===== src/rtl/bus_arbiter.sv =====
// Two-cache to single-memory bus arbiter with round-robin fairness and a
// per-grant completion watchdog that latches a sticky error.
module bus_arbiter #(
  parameter int unsigned ADDR_W  = 8,
  parameter int unsigned WORD_W  = 32,
  parameter int unsigned IOS_W   = 2,
  parameter int unsigned TIMEOUT = 255
) (
  input  logic              clk,
  input  logic              reset,
  input  logic [IOS_W-1:0]  rw0,
  input  logic [IOS_W-1:0]  rw1,
  input  logic [ADDR_W-1:0] addr0,
  input  logic [ADDR_W-1:0] addr1,
  input  logic [WORD_W-1:0] data0,
  input  logic [WORD_W-1:0] data1,
  output logic              readEn0,
  output logic              readEn1,
  output logic              writeDone0,
  output logic              writeDone1,
  output logic [WORD_W-1:0] dataToCache,
  output logic [IOS_W-1:0]  rwToMem,
  output logic [ADDR_W-1:0] addrToMem,
  output logic [WORD_W-1:0] dataToMem,
  input  logic [WORD_W-1:0] dataFromMem,
  input  logic              readEnFromMem,
  input  logic              writeDoneFromMem,
  output logic              grant0,
  output logic              grant1,
  output logic              timeoutErr
);

  // Command codes shared with the caches and memory.
  localparam logic [IOS_W-1:0] IDEL = IOS_W'(0);
  localparam logic [IOS_W-1:0] RD   = IOS_W'(1);
  localparam logic [IOS_W-1:0] WT   = IOS_W'(2);

  localparam int unsigned CNT_W = (TIMEOUT < 1) ? 1 : $clog2(TIMEOUT + 1);
  localparam logic [CNT_W-1:0] CNT_MAX = CNT_W'(TIMEOUT);

  typedef enum logic [1:0] {
    IDLE = 2'd0,
    OWN0 = 2'd1,
    OWN1 = 2'd2,
    ERR  = 2'd3
  } state_t;

  state_t            state, stateNext;
  logic              ptr, ptrNext;
  logic [CNT_W-1:0]  cnt, cntNext;
  logic [IOS_W-1:0]  rwNext;
  logic [ADDR_W-1:0] addrNext;
  logic [WORD_W-1:0] dataNext;
  logic              grant0Next, grant1Next, errNext;
  logic              req0, req1, done;

  // Only RD and WT count as a request; every other code behaves as IDEL.
  assign req0 = (rw0 == RD) || (rw0 == WT);
  assign req1 = (rw1 == RD) || (rw1 == WT);

  // Read data is passed straight through to both caches.
  assign dataToCache = dataFromMem;

  // Completion uses only the strobe matching the latched command.
  assign done = ((state == OWN0) || (state == OWN1)) &&
                (((rwToMem == RD) && readEnFromMem) ||
                 ((rwToMem == WT) && writeDoneFromMem));

  // Next-state, next-register values and combinational completion pulses.
  always_comb begin
    stateNext  = state;
    ptrNext    = ptr;
    cntNext    = cnt;
    rwNext     = rwToMem;
    addrNext   = addrToMem;
    dataNext   = dataToMem;
    grant0Next = grant0;
    grant1Next = grant1;
    errNext    = timeoutErr;
    readEn0    = 1'b0;
    readEn1    = 1'b0;
    writeDone0 = 1'b0;
    writeDone1 = 1'b0;

    case (state)
      IDLE: begin
        if (req0 && (!req1 || !ptr)) begin
          stateNext  = OWN0;
          rwNext     = rw0;
          addrNext   = addr0;
          dataNext   = data0;
          grant0Next = 1'b1;
          cntNext    = '0;
        end else if (req1) begin
          stateNext  = OWN1;
          rwNext     = rw1;
          addrNext   = addr1;
          dataNext   = data1;
          grant1Next = 1'b1;
          cntNext    = '0;
        end
      end
      OWN0, OWN1: begin
        if (done) begin
          // Reset suppresses the pulse; the register path is overridden anyway.
          if (!reset) begin
            if (state == OWN0) begin
              readEn0    = (rwToMem == RD);
              writeDone0 = (rwToMem == WT);
            end else begin
              readEn1    = (rwToMem == RD);
              writeDone1 = (rwToMem == WT);
            end
          end
          stateNext  = IDLE;
          rwNext     = IDEL;
          grant0Next = 1'b0;
          grant1Next = 1'b0;
          ptrNext    = (state == OWN0);
        end else if (cnt == CNT_MAX) begin
          stateNext  = ERR;
          rwNext     = IDEL;
          grant0Next = 1'b0;
          grant1Next = 1'b0;
          errNext    = 1'b1;
        end else begin
          cntNext = cnt + CNT_W'(1);
        end
      end
      ERR: begin
        stateNext = ERR;
      end
      default: begin
        stateNext = IDLE;
      end
    endcase
  end

  // State and registered-output update with synchronous reset.
  always_ff @(posedge clk) begin
    if (reset) begin
      state      <= IDLE;
      ptr        <= 1'b0;
      cnt        <= '0;
      rwToMem    <= IDEL;
      addrToMem  <= '0;
      dataToMem  <= '0;
      grant0     <= 1'b0;
      grant1     <= 1'b0;
      timeoutErr <= 1'b0;
    end else begin
      state      <= stateNext;
      ptr        <= ptrNext;
      cnt        <= cntNext;
      rwToMem    <= rwNext;
      addrToMem  <= addrNext;
      dataToMem  <= dataNext;
      grant0     <= grant0Next;
      grant1     <= grant1Next;
      timeoutErr <= errNext;
    end
  end

endmodule


===== config.mk =====
export PLATFORM = sky130hd
export DESIGN_NAME = bus_arbiter
export DESIGN_NICKNAME = d
export VERILOG_FILES = /design/src/rtl/bus_arbiter.sv
export SDC_FILE = /design/constraint.sdc
export NUM_CORES = 1
export LEC_CHECK = 0
export ABC_AREA = 1
export CAP_MARGIN = 0
export CORE_UTILIZATION = 41
export DETAILED_ROUTE_END_ITERATION = 10
export PLACE_DENSITY = 0.83
export SYNTH_ARGS = -nofsm -noshare
export SYNTH_HDL_FRONTEND = slang
export SYNTH_SLANG_ARGS = --single-unit

===== constraint.sdc =====
create_clock -name clk -period 3.1 [get_ports clk]
set_clock_uncertainty 0.15 [all_clocks]
set_input_delay 0.465 -clock clk [delete_from_list [all_inputs] [get_ports clk]]
set_output_delay 0.465 -clock clk [all_outputs]
set_load 0.1 [all_outputs]

# Yosys cells after proc, flatten, opt, wreduce, memory -nomap -nowiden
# Cells that the tools add are included.
dict set report word_totals {
  regBits 56
  output_inout_bits 81
  word_cells 93
}
dict set report classes {
  add_sub_neg 1
  n_eq_ne 17
  muxes 42
  bitwise_logic 1
  n_reduce_logical 23
}
# op n
set op_table {}
lappend op_table {{$mux W32} 2}
lappend op_table {{$mux W8} 6}
lappend op_table {{$mux W1} 21}
lappend op_table {{$mux W2} 8}
lappend op_table {{$pmux W8 S2} 1}
lappend op_table {{$eq A2 B2 Y1 const B} 5}
lappend op_table {{$ne A2 B2 Y1 const B} 5}
lappend op_table {{$reduce_and A3 Y1} 3}
lappend op_table {{$add A8 B1 Y8 const B} 1}
lappend op_table {{$eq A2 B1 Y1 const B} 4}
lappend op_table {{$eq A8 B8 Y1 const B} 1}
lappend op_table {{$reduce_and A4 Y1} 2}
lappend op_table {{$ne A3 B3 Y1 const B} 2}
lappend op_table {{$pmux W2 S3} 1}
lappend op_table {{$reduce_and A2 Y1} 3}
lappend op_table {{$logic_or A1 B1 Y1} 5}
lappend op_table {{$logic_and A1 B1 Y1} 4}
lappend op_table {{$pmux W1 S2} 2}
lappend op_table {{$pmux W2 S2} 1}
lappend op_table {{$reduce_bool A2 Y1} 2}
lappend op_table {{$logic_not A1 Y1} 2}
lappend op_table {{$logic_not A2 Y1} 1}
lappend op_table {{$reduce_or A2 Y1} 1}
lappend op_table {{$not A1 Y1} 1}

# Logic depth before layout (Yosys ltp)
# Gate-level depths: netlist of run 1.
dict set report logic_depth {
  ltp_word 7
  ltp_mapped 10
  depth_no_buf 10
}

# Worst setup path before layout of run 1
# No wires, ideal clock.
dict set report synth_path {
  kind {register -> output}
  startpoint {register rwToMem[1]}
  endpoint {output port readEn1}
  arrival_ns 4.229
  path_slack_ns -1.744
  path_stages_with_launch 5
  path_cell_list {dfxtp_1 > nand3_1 > nand2_1 > nand2_1 > nor4_1}
}
dict set report synth_between {
  elab_chain_len 6
  elab_cells_between_ends 10
  cone_classes {eq/ne (2); mux (4); reduce/logical (4)}
}
# element line_no
set synth_rtl {}
lappend synth_rtl {{start: declaration} 22} ;# output logic [IOS_W-1:0] rwToMem,
lappend synth_rtl {{start signal: assignment} 155} ;# rwToMem <= rwNext;
lappend synth_rtl {{$eq A2 B1 Y1 / $eq A2 B2 Y1 (equally long branches)} {66, 111, 67}}
lappend synth_rtl {{$logic_and A1 B1 Y1, on equally long branches} {66, 67}}
lappend synth_rtl {{$logic_or A1 B1 Y1} 66} ;# (((rwToMem == RD) && readEnFromMem) ||
lappend synth_rtl {{$logic_and A1 B1 Y1} 65} ;# assign done = ((state == OWN0) || (state == OWN1)) &&
lappend synth_rtl {{$mux W1 (*)} 104} ;# if (done) begin
lappend synth_rtl {{$mux W1 (*)} 85} ;# case (state)
lappend synth_rtl {{end: declaration} 18} ;# output logic readEn1,
# Every way passes the cells marked *; elsewhere a longest branch is shown, timed or not.

# Final worst setup path of run 1
dict set report layout_path {
  startpoint {register state[0]}
  endpoint {output port writeDone1}
}
dict set report layout_between {
  elab_chain_len 5
  elab_cells_between_ends 9
  cone_classes {eq/ne (2); mux (4); reduce/logical (3)}
}
# element line_no
set layout_rtl {}
lappend layout_rtl {{start: declaration} 48} ;# state_t state, stateNext;
lappend layout_rtl {{start signal: assignment} 152} ;# state <= stateNext;
lappend layout_rtl {{$eq A2 B1 Y1 / $eq A2 B2 Y1 (equally long branches)} {65, 85, 107}}
lappend layout_rtl {{$mux W1 / $logic_or A1 B1 Y1 (equally long branches)} {107, 65}}
lappend layout_rtl {{$mux W1 / $logic_and A1 B1 Y1 (equally long branches)} {106, 65}}
lappend layout_rtl {{$mux W1} 104}
lappend layout_rtl {{$mux W1 (*)} 85}
lappend layout_rtl {{end: declaration} 20} ;# output logic writeDone1,
# Marks and branches as above.

==> results.sh, run 1 <==
export IMPL_tightest_slew_ns=0.517
export IMPL_yosys_top_cells_count="nand2_1, nor2_1, nand3_1, inv_1, dfxtp_1"
export IMPL_setup_violations_final=0
export IMPL_cp_top_family="simple AND/OR/NAND/NOR gates"
export IMPL_final_antenna_net_count=0
export IMPL_worstRegToRegCells=9
export IMPL_post_dp_hpwl_mm=6.40
export IMPL_antenna_found_initial=0
export IMPL_nets=775
export IMPL_multi_input_area_um2=1610
export IMPL_vias_per_cell=4.69
export IMPL_crit_chain="inv_1, ha_1, nand2_1, nor4_2, buf_12"
export IMPL_cts_clk_slew_worst_paths_ns=0.10
export IMPL_portBuffers=136
export IMPL_cp_start_kind="flop"
export IMPL_ys_seq_elements=56
export IMPL_num_vias=3540
export IMPL_worstPathArrival_ns=2.08
export IMPL_async_reset_ff_share_pct=0
export IMPL_synth_edf_count=0
export IMPL_regArea_um2=1120
export IMPL_path_class="flop to output port"
export IMPL_p_per_area_nw_per_um2=1180
export IMPL_dieWidth_um=92.1
export IMPL_finalCritPeriodShare_pct=86.9
export IMPL_ctsResizeCount=0
export IMPL_place_inst=746
export IMPL_cts_tree="built"
export IMPL_synth_ff_type="dfxtp_1"
export IMPL_hold_violations=0
export IMPL_coreArea_um2=7810
export IMPL_period_minus_slack_ns=2.69
export IMPL_cp_end_kind="output port"
export IMPL_whs_path_depth=2
export IMPL_initial_core_util_pct=42.6
export IMPL_cts_hold_buf=0
export IMPL_cap_violations=0
export IMPL_n_antenna_cell=0
export IMPL_clockBufferDepth=2
export IMPL_first_global_vias=3350
export IMPL_drtPass1Iterations=4
export IMPL_grt_setup_unrepaired="false"
export IMPL_crit_required_ns=2.48
export IMPL_report_final_slew_viol_count=0
export IMPL_p_leak_uw=0.00242
export IMPL_ys_types=24
export IMPL_die_h_um=92.1
export IMPL_yosys_top_cells_area="dfxtp_1, nand2_1, nor2_1"
export IMPL_drive_above_1_share_pct=12.3
export IMPL_htreeDepth=2
export IMPL_cts_buffers_inserted=5
export IMPL_drc_errors=0
export IMPL_yosysTopAreaCell="dfxtp_1"
export IMPL_max_stage_delay_ns=0.51
export IMPL_synthesis_area_um2=3330
export IMPL_syn_nets=675
export IMPL_wire_per_inst_um=11.0
export IMPL_syn_area_per_cell_um2=6.04
export IMPL_hold_path_class="flop to flop"
export IMPL_placed_area_um2=4480
export IMPL_grt_overflow=0
export IMPL_clk_latency_ns=0.31
export IMPL_wl_mm=8.33
export IMPL_fillers=758
export IMPL_groute_usage_overall_pct=19.7
export IMPL_cp_num_buf_inv=2
export IMPL_max_slew_margin_pct=65.5
export IMPL_area_delta_synth_final_pct=38.7
export IMPL_yosys_warnings=0
export IMPL_max_freq_mhz=371
export IMPL_final_area_um2=4620
export IMPL_clock_sinks=56
export IMPL_pin_count=201
export IMPL_status="finished, final reports clean"
export IMPL_yosysSeqAreaShare_pct=33.7
export IMPL_synth_top_area_share_pct=33.7
export IMPL_netlist_instances=551
export IMPL_die_area_um2=8480
export IMPL_cts_root_buf="clkbuf_8"
export IMPL_cts_setup_buffers=0
export IMPL_synth_most_common_cell="nand2_1"
export IMPL_place_gp_congestion=0.826
export IMPL_drtIter0Drc=113
export IMPL_final_cells=754
export IMPL_crit_cells=5
export IMPL_peakVddDrop_uv=509
export IMPL_grt_max_degree=49
export IMPL_grt_pass1_wl_mm=13.9
export IMPL_rows=32
export IMPL_critPathSlowestCell="ha_1"
export IMPL_cp_max_fo=12
[metal layers]
metal	wire (um)	track usage, %	vias to the layer above	share of wire (%)
met5	0	0	-	0
met4	166	7.16	0	2.0
met3	517	4.23	25	6.2
met2	4320	37.7	119	52
met1	3330	21.0	1567	40
li1	-	-	1829	-
[metrics by stage]
stage               TNS (ns)  hold slack [ns]  util [%]  power [uW]  worst slack (ns)
floorplan              -1.15            0.287         -        4300            -0.576
global placement           0            0.307      57.4        4840             0.675
detailed placement         0            0.312      57.4        4900             0.664
CTS                        0            0.333      59.1        5480             0.408
global route               0            0.372      59.1        5810             0.283
finish                     0            0.329      59.1        5450             0.407
[placed cells by master (no fill, tap or decap), drive strengths merged]
| master | count |
|---|---|
| a21oi | 12 |
| or2 | 1 |
| o21ai | 3 |
| inv | 60 |
| nand4 | 1 |
| clkinv | 1 |
| clkbuf | 5 |
| xor2 | 1 |
| clkdlybuf4s50 | 86 |
| bufinv | 2 |
| nor2 | 109 |
| nand3 | 58 |
| buf | 63 |
| o21bai | 1 |
| nor4 | 2 |
| ha | 4 |
| dfxtp | 56 |
| nand2 | 185 |
| a31oi | 1 |
| nor3b | 1 |
[final timing paths]
kind / start / endpoint / slack, ns
setup / recovery: state[0]$_SDFFE_PP0P_ / writeDone1 / 0.41
hold / removal: timeoutErr$_SDFFE_PP0P_ / timeoutErr$_SDFFE_PP0P_ / 0.33
setup reg to reg: state[0]$_SDFFE_PP0P_ / rwToMem[0]$_SDFFE_PP0P_ / 1.04
hold reg to reg: timeoutErr$_SDFFE_PP0P_ / timeoutErr$_SDFFE_PP0P_ / 0.33
[state kept, by name, indices dropped and copies added (netlist names)]
register / cells
state: 2
rwToMem: 2
dataToMem: 32
grant0: 1
addrToMem: 8
timeoutErr: 1
ptr: 1
cnt: 8
grant1: 1
[final cells by class]
class                           instances  share of cell area, %
Clock buffer                            5                   1.49
Clock inverter                          3                   1.49
Inverter                               60                   4.88
Multi-Input combinational cell        379                   34.9
Sequential cell                        56                   24.3
Tap cell                              102                   2.76
Timing Repair Buffer                  149                   30.2
[cells by family after synthesis]
kind of cell	count (synthesis)	share of synthesized area, %
AOI/OAI and AO/OA	17	3.01
xor gates and xnor gates	1	0.263
adders and majority gates	4	1.50
buffers and inverters	116	18.5
DFF	56	33.7
and+or+nand+nor	357	43.1
[power by group]
group	internal, uW	switching [uW]	total, uW
Sequential	978	150	1130
Clock	325	241	566
Combinational	969	2790	3760
Total	2270	3180	5450
[worst register-to-register path, cell delays in order, from the launching register on]
cell and delay [ns]:
dfxtp_1 0.40, inv_1 0.06, ha_1 0.51, inv_1 0.22, nand2_1 0.12, nand3_1 0.15, nand2_1 0.16, nand2_1 0.08
nand2_1 0.06, nor2_1 0.05
(Power assumes the default switching activity.)
==> run 2: changes to the inputs <==
- CTS_CLUSTER_SIZE: not set -> 20
- SKIP_LAST_GASP: not set -> 1
==> results of run 2 <==
The final DEF is identical to that of run 1; final timing and power are the same.
==> run 3: changes to the inputs <==
- CORE_UTILIZATION: 41 -> 40
- PLACE_DENSITY: 0.83 -> 0.81
==> results.sh, run 3 (synthesis gave the netlist of run 1 again) <==
export IMPL_status="finished, final reports clean"
export IMPL_ctsResizeCount=0
export IMPL_cp_top_family="simple AND/OR/NAND/NOR gates"
export IMPL_cts_clk_slew_worst_paths_ns=0.09
export IMPL_setup_worst_path_start="state[0]$_SDFFE_PP0P_"
export IMPL_final_antenna_net_count=0
export IMPL_total_power_uw=5220
export IMPL_switching_share_pct=60.5
export IMPL_max_stage_delay_ns=0.52
export IMPL_htreeDepth=2
export IMPL_place_gp_congestion=0.885
export IMPL_r2r_end="cnt[2]$_SDFFE_PP0P_"
export IMPL_drtPass1Iterations=4
export IMPL_final_cell_mix="nand2_1, nor2_1, clkdlybuf4s50_1"
export IMPL_grt_max_degree=46
export IMPL_report_final_slew_viol_count=0
export IMPL_hold_path_class="input port to flop"
export IMPL_post_dp_hpwl_mm=6.21
export IMPL_crit_required_ns=2.48
export IMPL_die_area_um2=8690
export IMPL_share_comb_of_total_power_pct=69.9
export IMPL_p_per_area_nw_per_um2=1160
export IMPL_grt_pass1_wl_mm=13.8
export IMPL_vias_per_cell=4.73
export IMPL_cts_buffers_inserted=5
export IMPL_tightest_slew_ns=0.710
export IMPL_p_clk_share_pct=8.6
export IMPL_top_regs="dataToMem: 32 flops, addrToMem: 8 flops, cnt: 8 flops"
export IMPL_fillers=737
export IMPL_period_minus_slack_ns=2.68
export IMPL_nets=766
export IMPL_hold_violations=0
export IMPL_num_vias=3515
export IMPL_cp_max_fo=12
export IMPL_critPathSlowestCell="ha_1"
export IMPL_rows=32
export IMPL_peakVddDrop_uv=893
export IMPL_reg2reg_slack_ns=1.03
export IMPL_crit_chain="inv_1, ha_1, nand2_1, nor4_2, buf_12"
export IMPL_path_class="flop to output port"
export IMPL_wire_per_inst_um=11.4
export IMPL_multi_input_area_um2=1610
export IMPL_wl_mm=8.44
export IMPL_internal_power_uw=2060
export IMPL_pin_count=201
export IMPL_largest_reg_flops=32
export IMPL_coreArea_um2=7890
export IMPL_crit_end="readEn1"
export IMPL_cp_end_kind="output port"
export IMPL_dp_slack_ns=0.659
export IMPL_setup_violations_final=0
export IMPL_antenna_found_initial=0
export IMPL_regArea_um2=1120
export IMPL_clock_sinks=56
export IMPL_crit_cells=5
export IMPL_worstRegToRegCells=8
export IMPL_cp_num_buf_inv=2
export IMPL_cap_violations=0
export IMPL_n_antenna_cell=0
export IMPL_first_global_vias=3189
export IMPL_initial_core_util_pct=42.2
export IMPL_clk_latency_ns=0.30
export IMPL_cp_start_kind="flop"
export IMPL_grt_overflow=0
export IMPL_max_slew_margin_pct=52.6
export IMPL_mostFrequentLayoutCell="nand2_1"
export IMPL_cts_hold_buf=0
export IMPL_drc_errors=0
export IMPL_rr_startpoint="state[0]$_SDFFE_PP0P_"
export IMPL_power_switching_uw=3160
export IMPL_grt_setup_unrepaired="false"
export IMPL_cts_setup_buffers=0
export IMPL_worstPathArrival_ns=2.07
export IMPL_die_h_um=93.2
export IMPL_pwr_share_seq_pct=21.6
export IMPL_cts_root_buf="clkbuf_8"
export IMPL_finalCritPeriodShare_pct=86.5
export IMPL_p_leak_uw=0.00235
export IMPL_dieWidth_um=93.2
export IMPL_area_delta_synth_final_pct=35.1
export IMPL_cts_tree="built"
export IMPL_portBuffers=136
export IMPL_drtIter0Drc=157
export IMPL_drive_above_1_share_pct=10.8
export IMPL_clockBufferDepth=2
export IMPL_groute_usage_overall_pct=19.3
export IMPL_fin_ws_ns=0.419
export IMPL_max_freq_mhz=373
export IMPL_top_register="dataToMem"
export IMPL_fin_hold_ws_ns=0.315
run 3: cell count changes in the layout (fill, tap and decap cells not counted):
cell	previous run	this run
buf_12	5	4
buf_4	57	49
bufinv_16	2	1
inv_6	1	0
run 3: final cells by class:
cell class,count,area share [%]
clock inverters,1,0.668
repair buffers,140,29.2
flip-flops and latches,56,24.9
multi-input cells,379,35.8
well taps,102,2.84
clock buffers,5,1.53
inverters,60,5.01
run 3: through the flow:
stage               instances  instance area (um^2)  utilization (%)  TNS (ns)
CTS                       743                  4500             57.0         0
global placement          737                  4400             55.8         0
detailed placement        737                  4400             55.8         0
global route              743                  4500             57.0         0
floorplan                 551                  3350                -     -1.15
finish                    743                  4500             57.0         0
run 3: layer usage:
| metal | routed length, um | vias up | global-route usage, % |
|---|---|---|---|
| li1 | - | 1807 | - |
| met1 | 3390 | 1554 | 21.4 |
| met2 | 4280 | 137 | 36.3 |
| met3 | 653 | 17 | 5.53 |
| met4 | 123 | 0 | 4.23 |
| met5 | 0 | - | 0 |
run 3: worst min path at each step:
stage / start / to / slack [ns] / cells past startpoint
2_1_floorplan: cnt[7]$_SDFFE_PP0P_ / cnt[7]$_SDFFE_PP0P_ / 0.29 / 2
3_3_place_gp: cnt[7]$_SDFFE_PP0P_ / cnt[7]$_SDFFE_PP0P_ / 0.30 / 2
3_5_place_dp: grant0$_SDFFE_PP0P_ / grant0$_SDFFE_PP0P_ / 0.31 / 2
4_1_cts: reset / grant0$_SDFFE_PP0P_ / 0.30 / 2
5_1_grt: reset / grant0$_SDFFE_PP0P_ / 0.30 / 2
6_report: reset / grant0$_SDFFE_PP0P_ / 0.31 / 2
run 3: power groups by stage:
stage                     Combinational (uW)  Clock, uW  Sequential [uW]
after global placement                  3580          0             1130
after floorplan                         1520          0             2780
after CTS                               3660        462             1130
after detailed placement                3640          0             1140
final                                   3650        447             1130
after global routing                    3920        491             1160
